### src/rtl/mem_requester.sv
// rtl/mem_requester.sv - single-outstanding CPU memory initiator for the ROM/RAM grant resolver
//
// Accepts one fetch, load or store at a time (priority store > load > fetch).
// It raises the matching request line, waits for the grant and runs the
// transfer. It then drops the request and waits for the grant to fall.
// Optional macro MEM_TIMEOUT_EN: abort REQ after TIMEOUT clocks and pulse err.
//
// Ports:
//   clk, reset (sync, active-low)
//   CPU side   : fetch_req/fetch_addr, load_req/store_req/ls_addr/store_data,
//                ready, fetch_data/fetch_valid, load_data/load_valid,
//                store_done, err
//   resolver   : rom_rd/ram_rd/ram_wr out, rom_garant/ram_garant_rd/ram_garant_wr in
//   memory     : rom_addr/rom_q, ram_addr/ram_q/ram_d/ram_we
module mem_requester #(
  parameter int ADDR_W  = 8,
  parameter int DATA_W  = 8,
  parameter int RD_LAT  = 1,
  parameter int TIMEOUT = 15
) (
  input  logic              clk,
  input  logic              reset,
  input  logic              fetch_req,
  input  logic [ADDR_W-1:0] fetch_addr,
  input  logic              load_req,
  input  logic              store_req,
  input  logic [ADDR_W-1:0] ls_addr,
  input  logic [DATA_W-1:0] store_data,
  output logic              ready,
  output logic [DATA_W-1:0] fetch_data,
  output logic              fetch_valid,
  output logic [DATA_W-1:0] load_data,
  output logic              load_valid,
  output logic              store_done,
  output logic              err,
  output logic              rom_rd,
  output logic              ram_rd,
  output logic              ram_wr,
  input  logic              rom_garant,
  input  logic              ram_garant_rd,
  input  logic              ram_garant_wr,
  output logic [ADDR_W-1:0] rom_addr,
  output logic [ADDR_W-1:0] ram_addr,
  input  logic [DATA_W-1:0] rom_q,
  input  logic [DATA_W-1:0] ram_q,
  output logic [DATA_W-1:0] ram_d,
  output logic              ram_we
);

  localparam int CNT_W = $clog2(TIMEOUT + RD_LAT + 1);

  typedef enum logic [1:0] {IDLE, REQ, XFER, REL} state_t;
  typedef enum logic [1:0] {OP_NONE, OP_FETCH, OP_LOAD, OP_STORE} op_t;

  state_t            state, state_next;
  op_t               op, op_next;
  logic [CNT_W-1:0]  cnt, cnt_next;
  logic [ADDR_W-1:0] addr_q;
  logic [DATA_W-1:0] data_q;
  logic              accept;
  logic              grant;
  logic              cap_fetch, cap_load, done_next;
  logic              active;

  // Request lines are decoded from state so they rise on the accept edge and
  // fall on the edge that leaves XFER (or on reset) with no extra register.
  assign active   = (state == REQ) || (state == XFER);
  assign ready    = (state == IDLE);
  assign rom_rd   = active && (op == OP_FETCH);
  assign ram_rd   = active && (op == OP_LOAD);
  assign ram_wr   = active && (op == OP_STORE);
  assign ram_we   = (state == XFER) && (op == OP_STORE);
  assign rom_addr = addr_q;
  assign ram_addr = addr_q;
  assign ram_d    = data_q;

`ifdef MEM_TIMEOUT_EN
  logic err_q, err_next;
  assign err = err_q;
`else
  assign err = 1'b0;
`endif

  always_comb begin
    state_next = state;
    op_next    = op;
    cnt_next   = cnt;
    accept     = 1'b0;
    cap_fetch  = 1'b0;
    cap_load   = 1'b0;
    done_next  = 1'b0;
    grant      = 1'b0;
`ifdef MEM_TIMEOUT_EN
    err_next   = 1'b0;
`endif
    // Only the grant belonging to the latched op is ever looked at.
    case (op)
      OP_FETCH: grant = rom_garant;
      OP_LOAD:  grant = ram_garant_rd;
      OP_STORE: grant = ram_garant_wr;
      default:  grant = 1'b0;
    endcase

    case (state)
      IDLE: begin
        cnt_next = '0;
        if (store_req) begin
          op_next = OP_STORE;
          accept  = 1'b1;
        end else if (load_req) begin
          op_next = OP_LOAD;
          accept  = 1'b1;
        end else if (fetch_req) begin
          op_next = OP_FETCH;
          accept  = 1'b1;
        end
        if (accept) state_next = REQ;
      end
      REQ: begin
        if (grant) begin
          state_next = XFER;
          cnt_next   = '0;
        end
`ifdef MEM_TIMEOUT_EN
        else if (cnt == CNT_W'(TIMEOUT - 1)) begin
          state_next = REL;
          err_next   = 1'b1;
        end else begin
          cnt_next = cnt + CNT_W'(1);
        end
`endif
      end
      XFER: begin
        if (op == OP_STORE) begin
          // The strobe lives exactly one XFER cycle; done marks its end.
          done_next  = 1'b1;
          state_next = REL;
        end else if (cnt == CNT_W'(RD_LAT - 1)) begin
          cap_fetch  = (op == OP_FETCH);
          cap_load   = (op == OP_LOAD);
          state_next = REL;
        end else begin
          cnt_next = cnt + CNT_W'(1);
        end
      end
      REL: begin
        if (!grant) state_next = IDLE;
      end
      default: state_next = IDLE;
    endcase
  end

  always_ff @(posedge clk) begin
    if (!reset) begin
      state       <= IDLE;
      op          <= OP_NONE;
      cnt         <= '0;
      addr_q      <= '0;
      data_q      <= '0;
      fetch_data  <= '0;
      load_data   <= '0;
      fetch_valid <= 1'b0;
      load_valid  <= 1'b0;
      store_done  <= 1'b0;
`ifdef MEM_TIMEOUT_EN
      err_q       <= 1'b0;
`endif
    end else begin
      state       <= state_next;
      op          <= op_next;
      cnt         <= cnt_next;
      fetch_valid <= cap_fetch;
      load_valid  <= cap_load;
      store_done  <= done_next;
`ifdef MEM_TIMEOUT_EN
      err_q       <= err_next;
`endif
      if (accept) begin
        addr_q <= (op_next == OP_FETCH) ? fetch_addr : ls_addr;
        data_q <= store_data;
      end
      if (cap_fetch) fetch_data <= rom_q;
      if (cap_load)  load_data  <= ram_q;
    end
  end

endmodule

### config.mk
export PLATFORM = sky130hd
export DESIGN_NAME = mem_requester
export DESIGN_NICKNAME = d
export VERILOG_FILES = /design/src/rtl/mem_requester.sv
export SDC_FILE = /design/constraint.sdc
export NUM_CORES = 1
export LEC_CHECK = 0
export BUFFER_PORTS_ARGS = -buffer_cell sky130_fd_sc_hd__clkbuf_2
export CORE_MARGIN = 3
export CORE_UTILIZATION = 46
export DETAILED_ROUTE_END_ITERATION = 10
export GPL_TIMING_DRIVEN = 0
export HOLD_SLACK_MARGIN = 0.15
export PLACE_DENSITY_LB_ADDON = 0.05
export RECOVER_POWER = 25
export SYNTH_ARGS = -nofsm -noshare
export SYNTH_HDL_FRONTEND = slang
export SYNTH_SLANG_ARGS = --single-unit
### constraint.sdc
create_clock -name clk -period 2.2 [get_ports clk]
set_input_delay 0.55 -clock clk [delete_from_list [all_inputs] [get_ports clk]]
set_output_delay 0.55 -clock clk [all_outputs]
set_load 0.1 [all_outputs]
# [Word level (Yosys, flattened, before mapping)]
# Index checks and enable logic that the tools add are counted.
[classes] n_addsub=1 multipliers=0 div_mod_pow=0 n_lt_le_gt_ge=0 eq_ne=13 shifts=0 muxes=28 n_bitwise=0 n_reduce_logical=11
[ops] op="2-bit 2-to-1 mux" count=9
[ops] op="5-bit 2-to-1 mux" count=3
[ops] op="5-bit case mux with 3 select lines" count=1
[ops] op="1-bit 2-to-1 mux" count=12
[ops] op="2-bit equality test (second input constant)" count=4
[ops] op="8-bit 2-to-1 mux" count=1
[ops] op="2-bit inequality test (second input constant)" count=4
[ops] op="2-bit case mux with 4 select lines" count=1
[ops] op="4-bit AND reduction" count=2
[ops] op="2-bit by 1-bit equality test with 1-bit output (second input constant)" count=3
[ops] op="5-bit by 1-bit adder with 5-bit output (second input constant)" count=1
[ops] op="5-bit zero test" count=1
[ops] op="1-bit logical AND" count=4
[ops] op="3-bit by 1-bit inequality test with 1-bit output (second input constant)" count=1
[ops] op="1-bit case mux with 3 select lines" count=1
[ops] op="3-bit nonzero test" count=1
[ops] op="2-bit zero test" count=1
[ops] op="2-bit by 1-bit inequality test with 1-bit output (second input constant)" count=1
[ops] op="2-bit AND reduction" count=1
[ops] op="1-bit logical OR" count=1
[word_totals] ff_bits=44 latch_bits=0 ramBits=0 romBits=0 in_bits=48 output_inout_bits=49 wordCells=63 memories=0

# [Logic depth before layout (Yosys ltp)]
# Gate-level depths: netlist of the first run.
[depth] depth_word=6 ltp_mapped=7 ltp_nobuf=6

# [Least setup slack after synthesis of the first run]
# No wires, ideal clock.
[synth_timing] kind="register to output" start="register state[0]" end="output ram_we" arrival_ns=2.032 t_required_ns=1.650 setup_slack_ns=-0.382 stages_incl_launch_ff=5 path_buffers=0 cell_sequence="dfxtp_1 > inv_1 > ha_1 > clkinv_1 > nor2_1"
[synth_via] elab_chain_cells=2
[synth_rtl] item="start, declared" line="55" rtl="state_t state, state_next;"
[synth_rtl] item="start signal, assigned" line="169" rtl="state <= state_next;"
[synth_rtl] item="2-bit equality test" line="72" rtl="assign ram_we = (state == XFER) && (op == OP_STORE);"
[synth_rtl] item="1-bit logical AND" line="72"
[synth_rtl] item="end, declared" line="47" rtl="output logic ram_we"
# No other way between the ends.

# [Final worst setup path of the first run]
[layout_timing] start="register state[1]" end="output ready"
[layout_via] elab_chain_cells=1
[layout_rtl] item="2-bit zero test" line="68" rtl="assign ready = (state == IDLE);"
[layout_rtl] item="end, declared" line="29" rtl="output logic ready,"
# No other way between the ends.

==> impl_metrics.py, run 1 <==
metrics = {
    "worst_setup_path": {
        "start_kind": "flop",
        "crit_arrival_ps": 1580,
        "crit_type": "reg -> out",
        "cpMaxStageDelayCell": "clkbuf_2",
        "cp_top_family": "buffers and inverters",
        "cp_max_fo": 9,
        "reg2regPathDepth": 7,
        "slowest_delay_ps": 520,
        "worst-path-buf-inv": 2,
        "required_ps": 1650,
        "endpoint_kind": "output pin",
        "cp.depth": 3,
        "path_cells": "inv_1 -> ha_1 -> clkbuf_2",
    },
    "worst_hold_path": {
        "hold_path_class": "reg -> reg",
        "hold_depth": 2,
    },
    "routing": {
        "wl_met3_um": 359,
        "avgRoutedWirePerCell_um": 12.4,
        "vias_per_cell": 5.03,
        "route.detailed.drc": 0,
        "met1_length_um": 2030,
        "ant_nets": 0,
        "wl_met2_um": 2160,
        "drt_wl_total_um": 4640,
        "vias": 1881,
        "first_pass_iters": 4,
        "top_layer": "met4",
        "initialDrtViolationCount": 64,
    },
    "yosys": {
        "yosysTopAreaCell": "dfxtp_1",
        "netlist_area_mm2": 0.00200,
        "yosysSeqAreaShare": 0.441,
        "synth-async-reset-ratio": 0,
        "synth_nets": 274,
        "synth_cell_types": 40,
        "syn_inst": 220,
        "yosys_warnings": 0,
        "ys_seq_elements": 44,
        "synth_top_area_share": 0.441,
        "synth_edf_count": 0,
        "synth_area_leaders": "dfxtp_1 (44%), mux2i_1 (14%), nor2_1 (5.6%), nand2_1 (4.9%), ha_1 (3.8%)",
        "avgSynthCellArea_um2": 9.07,
        "synth_flop_cell": "dfxtp_1",
    },
    "timing": {
        "setup_viol": 0,
        "period_share": 0.966,
        "fmax_ghz": 0.470,
        "slew_headroom": 0.361,
        "hold_slack_ps": 456,
        "fin_crit_ps": 2130,
        "worst_pin_slew_ps": 951,
        "setup_tns_ps": 0,
        "slew_viol_final": 0,
        "finalHoldViolCount": 0,
        "worst_clock_skew_ps": 4.92,
    },
    "clock_network": {
        "insertion_delay_ps": 300,
        "cts_tree": "built",
        "clockBufferDepth": 2,
        "cts_buffers": 5,
        "root_buffer": "clkbuf_8",
        "cts_hold_buf": 0,
        "path_clk_slew_ps": 80,
        "clkSinkCount": 44,
        "h-tree-depth": 2,
    },
    "cells_and_area": {
        "final_common_cell": "clkbuf_2",
        "area_growth_pct": 35.0,
        "fillers": 368,
        "drive_above_1_share": 0.389,
        "layout_common_cells": "clkbuf_2 (90), dfxtp_1 (42), nor2_1 (29)",
        "nets": 377,
        "antenna_cells": 0,
        "final_area_mm2": 0.00269,
    },
    "die": {
        "die_area_mm2": 0.00516,
        "rows": 23,
        "io_pins": 97,
        "core_mm2": 0.00409,
        "die_h_um": 71.9,
        "start_util": 0.488,
        "die_x_um": 71.9,
    },
    "placement": {
        "gp_congestion": 0.816,
        "port_buffers": 94,
        "placed_area_mm2": 0.00253,
        "hpwlAfterDp_um": 3480,
    },
    "power_and_ir_drop": {
        "p_leak_nw": 1.40,
        "peakVddDrop_v": 0.00110,
        "power_density_mw_per_mm2": 1560,
    },
    "global_routing": {
        "grt_pass1_wl_um": 7420,
        "grt-ovfl-total": 0,
        "grt.total_usage": 0.181,
        "first_global_vias": 1671,
        "antenna_found_initial": 0,
        "grt_max_degree": 15,
    },
    "flow_run": {
        "cap_violations": 0,
    },
    "outcome": {
        "run_status": "finished clean",
    },
}
[final timing paths]
check	startpoint	end	slack [ps]
setup reg to reg	cnt[0]	load_data[0]	100
hold reg to reg	ram_d[7]	ram_d[7]	460
setup / recovery	state[1]	ready	70
hold / removal	ram_d[7]	ram_d[7]	460
[tightest hold or removal path: stages (launching register included)]
cell and delay [ps]:
dfxtp_1 310, nand2_1 50, a21oi_1 50
[cell type report]
cell class                      count  area [µm²]  share of cell area
Clock inverter                      2        38.8              0.0144
Clock buffer                        6        82.6              0.0307
Inverter                            8        33.8              0.0125
Multi-Input combinational cell    148         967               0.359
Sequential cell                    44         883               0.328
Timing Repair Buffer               96         505               0.188
Buffer                             20         120              0.0446
Tap cell                           50        62.6              0.0232
[logic make-up after synthesis]
group / synth area share
DFF: 0.441
and+or+nand+nor: 0.175
other: 0.00188
AOI/OAI and AO/OA: 0.128
adders and majority gates: 0.0376
muxes: 0.141
buffers and inverters: 0.0752
[synth_stat cells (all sizes together) (2+ instances only)]
library cell  count
or4b              2
o21ai             6
a211oi            9
ha                6
nand2            26
nand2b            2
inv               7
nand4             2
nor2b             2
buf              13
and3              2
nor2             30
a21oi            12
or4               2
a41oi             2
dfxtp            44
mux2i            27
clkbuf            7
[stage by stage]
step / setup slack, ps / power (mW) / std cells / util
final: 73.8 / 4.21 / 374 / 0.659
after global routing: -8.54 / 4.41 / 374 / 0.659
after CTS: 37.4 / 4.21 / 372 / 0.653
after detailed placement: 92.4 / 3.54 / 364 / 0.619
after global placement: 111 / 3.52 / 364 / 0.619
after floorplan: -366 / 3.16 / 220 / -
[power by group]
| group | internal [mW] | switching, mW | total, mW |
|---|---|---|---|
| sequential | 0.937 | 0.0950 | 1.03 |
| clock | 0.371 | 0.281 | 0.653 |
| combinational | 0.563 | 1.96 | 2.53 |
[state kept, by name (all words and copies together) (netlist names)]
register	cells
fetch_valid	1
state	2
store_done	1
ram_addr	8
fetch_data	8
cnt	5
load_data	8
load_valid	1
op	2
ram_d	8
[per-layer routing]
layer	vias up	GRT usage
li1	960	-
met1	845	0.227
met2	68	0.288
met3	8	0.0687
met4	0	0.0564
met5	-	0
[what timing repair did]
item / in CTS / in global routing
cloned: 0 / 0
endpoints found under the hold margin: 0 / 0
gates resized for setup: 5 / 6
buffers inserted: 0 / 2
setup endpoints to repair: 4 / 7
No activity file was read; power rests on OpenSTA's default activity.
==> inputs of run 2 (changes only) <==
--- a/config.mk
+++ b/config.mk
@@ -12,7 +12,7 @@
 export GPL_TIMING_DRIVEN = 0
 export HOLD_SLACK_MARGIN = 0.15
 export PLACE_DENSITY_LB_ADDON = 0.05
-export RECOVER_POWER = 25
+export RECOVER_POWER = 50
 export SYNTH_ARGS = -nofsm -noshare
 export SYNTH_HDL_FRONTEND = slang
 export SYNTH_SLANG_ARGS = --single-unit
==> run 2 against run 1 <==
- critical path depth did not move
- global-route usage unchanged
- final cell count did not move
- final area stayed put
- clock power hardly changed
- first-iteration DRC count increased by 7.8%
- total power is essentially flat
- sequential cell count unchanged
- combinational power about the same
- core utilization did not move
- worst hold slack stayed put
- register-to-register slack about the same
==> impl_metrics.py, run 2 (synthesis gave the netlist of run 1 again) <==
metrics = {
    "global_routing": {
        "grt-ovfl-total": 0,
        "grt_pass1_wl_um": 7420,
        "first_global_vias": 1671,
        "grt.total_usage": 0.181,
        "grt_max_degree": 15,
        "antenna_found_initial": 0,
    },
    "placement": {
        "place_ws_ps": 92.4,
        "placed_area_mm2": 0.00253,
        "hpwlAfterDp_um": 3480,
        "port_buffers": 94,
        "gp_congestion": 0.816,
        "place_inst": 364,
    },
    "flow_run": {
        "cap_violations": 0,
    },
    "clock_network": {
        "insertion_delay_ps": 300,
        "clockBufferDepth": 2,
        "path_clk_slew_ps": 80,
        "h-tree-depth": 2,
        "cts_hold_buf": 0,
        "cts_buffers": 5,
        "cts_tree": "built",
        "clkSinkCount": 44,
        "root_buffer": "clkbuf_8",
    },
    "timing": {
        "slew_viol_final": 0,
        "setup_ws_ps": 74.8,
        "slew_headroom": 0.361,
        "worst_pin_slew_ps": 951,
        "finalHoldViolCount": 0,
        "period_share": 0.966,
        "fin_crit_ps": 2130,
        "fmax_ghz": 0.471,
        "setup_tns_ps": 0,
        "worst_clock_skew_ps": 4.92,
        "setup_viol": 0,
    },
    "worst_setup_path": {
        "crit_arrival_ps": 1580,
        "r2r_setup_slack_ps": 100,
        "slowest_delay_ps": 520,
        "cp_max_fo": 9,
        "required_ps": 1650,
        "worst-path-buf-inv": 2,
        "endpoint_kind": "output pin",
        "reg2regPathDepth": 7,
        "worstReg2RegStart": "cnt[0]",
        "cp_top_family": "buffers and inverters",
        "crit_type": "reg -> out",
        "worstSetupEndpoint": "ready",
        "path_cells": "inv_1 -> ha_1 -> clkbuf_2",
        "cp.depth": 3,
        "reg2reg_to": "load_data[0]",
        "start_kind": "flop",
        "cpMaxStageDelayCell": "clkbuf_2",
        "startpoint": "state[1]",
    },
    "die": {
        "die_x_um": 71.9,
        "start_util": 0.488,
        "io_pins": 97,
        "rows": 23,
        "core_mm2": 0.00409,
        "die_h_um": 71.9,
        "die_area_mm2": 0.00516,
    },
    "outcome": {
        "run_status": "finished clean",
    },
    "routing": {
        "vias_per_cell": 5.03,
        "drt_wl_total_um": 4630,
        "avgRoutedWirePerCell_um": 12.4,
        "route.detailed.drc": 0,
        "first_pass_iters": 4,
        "vias": 1882,
        "initialDrtViolationCount": 69,
        "ant_nets": 0,
    },
    "cells_and_area": {
        "final_common_cell": "clkbuf_2",
        "drive_above_1_share": 0.389,
        "antenna_cells": 0,
        "area_growth_pct": 35.0,
        "layout_common_cells": "clkbuf_2 (90), dfxtp_1 (42), nor2_1 (29)",
        "layout.cells.non_filler": 374,
        "final_area_mm2": 0.00269,
        "nets": 377,
    },
    "worst_hold_path": {
        "hold_path_class": "reg -> reg",
    },
    "power_and_ir_drop": {
        "peakVddDrop_v": 0.00110,
        "finalPower_mw": 4.21,
        "p_leak_nw": 1.40,
        "power_density_mw_per_mm2": 1560,
    },
}
## run 2: timing repair
action,CTS,global route
endpoints found under the setup margin,4,7
pin swaps,0,0
buffers inserted,0,2
hold endpoints to repair,0,0
gates resized for setup,5,6
## run 2: area by class of cell
cell class | instances | area [µm²]
tap | 50 | 62.6
timing repair buffer | 96 | 505
multi-input combinational | 148 | 967
clock buffer | 6 | 82.6
fill | 368 | 1390
clock inverter | 2 | 38.8
sequential | 44 | 883
inverter | 8 | 33.8
buffer | 20 | 120
## run 2: stage by stage
step,utilization,hold WS [ps]
floorplan,-,458
global placement,0.619,443
detailed placement,0.619,450
CTS,0.653,462
global route,0.659,451
finish,0.659,456
## run 2: worst min-delay path, cell delays in order (launching register included)
cell	delay, ps
dfxtp_1	310
nand2_1	50
a21oi_1	50
## run 2: worst min path at each step
stage                to  slack [ps]  cells past startpoint          start
2_1_floorplan    cnt[4]         460                      2         cnt[4]
3_3_place_gp   ram_d[5]         440                      2       ram_d[5]
3_5_place_dp   ram_d[7]         450                      2       ram_d[7]
4_1_cts        ram_d[7]         460                      2       ram_d[7]
5_1_grt        ram_d[4]         450                      3  store_data[4]
6_report       ram_d[7]         460                      2       ram_d[7]
## run 2: metal layers
metal  GRT usage  share of wire
met5           0              0
met4      0.0564          0.017
met2       0.288           0.47
met1       0.227           0.44
met3      0.0687          0.077
## run 2: power by group
part	leakage (nW)	switching, mW	internal, mW	total (mW)
logic	0.975	1.96	0.560	2.52
clock network	0.0614	0.282	0.371	0.653
registers	0.360	0.0946	0.937	1.03
==> inputs of run 3 (changes only) <==
--- a/config.mk
+++ b/config.mk
@@ -6,8 +6,10 @@
 export NUM_CORES = 1
 export LEC_CHECK = 0
 export BUFFER_PORTS_ARGS = -buffer_cell sky130_fd_sc_hd__clkbuf_2
+export CELL_PAD_IN_SITES_DETAIL_PLACEMENT = 1
+export CELL_PAD_IN_SITES_GLOBAL_PLACEMENT = 2
 export CORE_MARGIN = 3
-export CORE_UTILIZATION = 46
+export CORE_UTILIZATION = 25
 export DETAILED_ROUTE_END_ITERATION = 10
 export GPL_TIMING_DRIVEN = 0
 export HOLD_SLACK_MARGIN = 0.15
==> run 3 against run 2 <==
- via count up 0.32%
- critical path type unchanged
- clock power is 25% lower
- first-iteration DRC count is 26% lower
- largest cell class unchanged
- global-route usage fell by 5.2 points
- non-clock buffer count fell by 3
- highest routed layer unchanged
- critical path depth unchanged
- worst hold slack gained 3.8 ps
- critical endpoint unchanged
- sequential share of layout area about the same
- clock skew rose by 0.66 ps
- final area is 0.14% higher
- wire length is 23% higher
- die area increased by 76%
==> impl_metrics.py, run 3 (synthesis gave the netlist of run 1 again) <==
metrics = {
    "worst_setup_path": {
        "crit_arrival_ps": 1570,
        "slowest_delay_ps": 520,
        "cp_max_fo": 9,
        "required_ps": 1650,
        "worstReg2RegStart": "cnt[0]",
        "cp_top_family": "buffers and inverters",
        "worst-path-buf-inv": 2,
        "cpMaxStageDelayCell": "clkbuf_2",
        "crit_type": "reg -> out",
        "startpoint": "state[0]",
        "start_kind": "flop",
        "endpoint_kind": "output pin",
        "path_cells": "inv_1 -> ha_1 -> clkbuf_2",
    },
    "flow_run": {
        "cap_violations": 0,
    },
    "global_routing": {
        "top_usage_layer": "met2",
        "use_met2": 0.213,
        "grt_max_degree": 14,
        "met1_usage": 0.169,
        "grt-ovfl-total": 0,
        "antenna_found_initial": 0,
        "grt_pass1_wl_um": 9180,
        "grt.total_usage": 0.129,
        "met3_usage": 0.0276,
        "first_global_vias": 1909,
    },
    "timing": {
        "worst_clock_skew_ps": 5.58,
        "rsz0062_at_grt": "no",
        "setup_viol": 0,
        "worst_pin_slew_ps": 1130,
        "fmax_ghz": 0.472,
        "slew_headroom": 0.241,
        "finalHoldViolCount": 0,
        "period_share": 0.962,
        "fin_crit_ps": 2120,
        "slew_viol_final": 0,
    },
    "power_and_ir_drop": {
        "internal-power_mw": 1.70,
        "p_leak_nw": 1.36,
        "power_density_mw_per_mm2": 1500,
        "finalPower_mw": 4.05,
        "swShare": 0.580,
        "pwr-share-clk": 0.121,
        "p_sw_mw": 2.35,
        "peakVddDrop_v": 0.000969,
        "p_comb_frac": 0.623,
        "p_seq_frac": 0.256,
    },
    "routing": {
        "route.detailed.drc": 0,
        "vias_per_cell": 4.51,
        "avgRoutedWirePerCell_um": 13.6,
        "drt_wl_total_um": 5710,
        "ant_nets": 0,
        "vias": 1888,
        "initialDrtViolationCount": 51,
        "first_pass_iters": 3,
    },
    "clock_network": {
        "insertion_delay_ps": 290,
        "cts_buffers": 5,
        "path_clk_slew_ps": 90,
        "root_buffer": "clkbuf_8",
        "clkSinkCount": 44,
        "clockBufferDepth": 2,
        "h-tree-depth": 2,
        "cts_tree": "built",
        "cts_setup_buffers": 0,
    },
    "cells_and_area": {
        "final_common_cell": "clkbuf_2",
        "final_area_mm2": 0.00270,
        "area_growth_pct": 35.2,
        "fillers": 928,
        "antenna_cells": 0,
        "nets": 374,
        "layout_common_cells": "clkbuf_2 (90), dfxtp_1 (40), nor2_1 (28)",
        "drive_above_1_share": 0.391,
    },
    "die": {
        "start_util": 0.267,
        "rows": 31,
        "die_area_mm2": 0.00909,
        "io_pins": 97,
        "die_x_um": 95.3,
        "core_mm2": 0.00749,
        "die_h_um": 95.3,
    },
    "placement": {
        "placed_area_mm2": 0.00259,
        "port_buffers": 94,
        "gp_congestion": 0.720,
        "hpwlAfterDp_um": 4480,
    },
    "worst_hold_path": {
        "worst_hold_startpoint": "ram_d[1]",
        "hold_path_class": "reg -> reg",
    },
    "outcome": {
        "run_status": "finished clean",
    },
}
-- run 3: cell count changes in the layout (fill, tap and decap cells not counted), moves of 2 or more --
cell,previous run,this run
buf_4,8,5
clkinv_2,0,2
dfxtp_1,42,40
dfxtp_2,2,4
-- run 3: cell type report --
cell class | count | area [µm²] | share of cell area
Clock inverter | 2 | 12.5 | 0.00464
Multi-Input combinational cell | 148 | 970 | 0.359
Inverter | 8 | 31.3 | 0.0116
Tap cell | 99 | 124 | 0.0459
Timing Repair Buffer | 94 | 497 | 0.184
Buffer | 19 | 109 | 0.0404
Sequential cell | 44 | 886 | 0.328
Clock buffer | 5 | 68.8 | 0.0255
-- run 3: metrics by stage --
stage	utilization	hold slack, ps	worst slack (ps)	cells	TNS (ps)
CTS	0.360	461	14.2	420	0
finish	0.360	460	83.3	419	0
detailed placement	0.346	451	47.6	413	0
global placement	0.346	443	82.0	413	0
global route	0.360	463	0.729	419	0
floorplan	-	458	-366	220	-1550
-- run 3: what timing repair did --
item                                    CTS  global route
endpoints found under the setup margin    4            18
hold buffers                              0             0
gates resized for setup                   7             7
-- run 3: path summary, 6_finish.rpt --
check / to / slack (ps) / cells after the start
hold reg to reg: ram_d[1] / 460 / 2
hold / removal: ram_d[1] / 460 / 2
setup / recovery: ready / 80 / 3
setup reg to reg: load_data[2] / 110 / 6
-- run 3: layer usage --
layer | share of wire | wire length [µm]
met1 | 0.45 | 2580
met2 | 0.47 | 2700
met3 | 0.064 | 365
met4 | 0.012 | 68
met5 | 0 | 0
-- run 3: power groups by stage --
stage / registers [mW] / logic [mW] / clock network (mW)
after detailed placement: 1.06 / 2.55 / 0
final: 1.04 / 2.53 / 0.490
after CTS: 1.04 / 2.57 / 0.520
after floorplan: 1.79 / 1.37 / 0
after global placement: 1.05 / 2.54 / 0
after global routing: 1.06 / 2.70 / 0.553
-- run 3: worst reg2reg max path, cell delays in order (launching register included) --
cell	delay, ps
dfxtp_2	360
inv_1	80
ha_1	140
or4b_4	490
or4b_4	650
mux2i_1	200
nor2_1	50
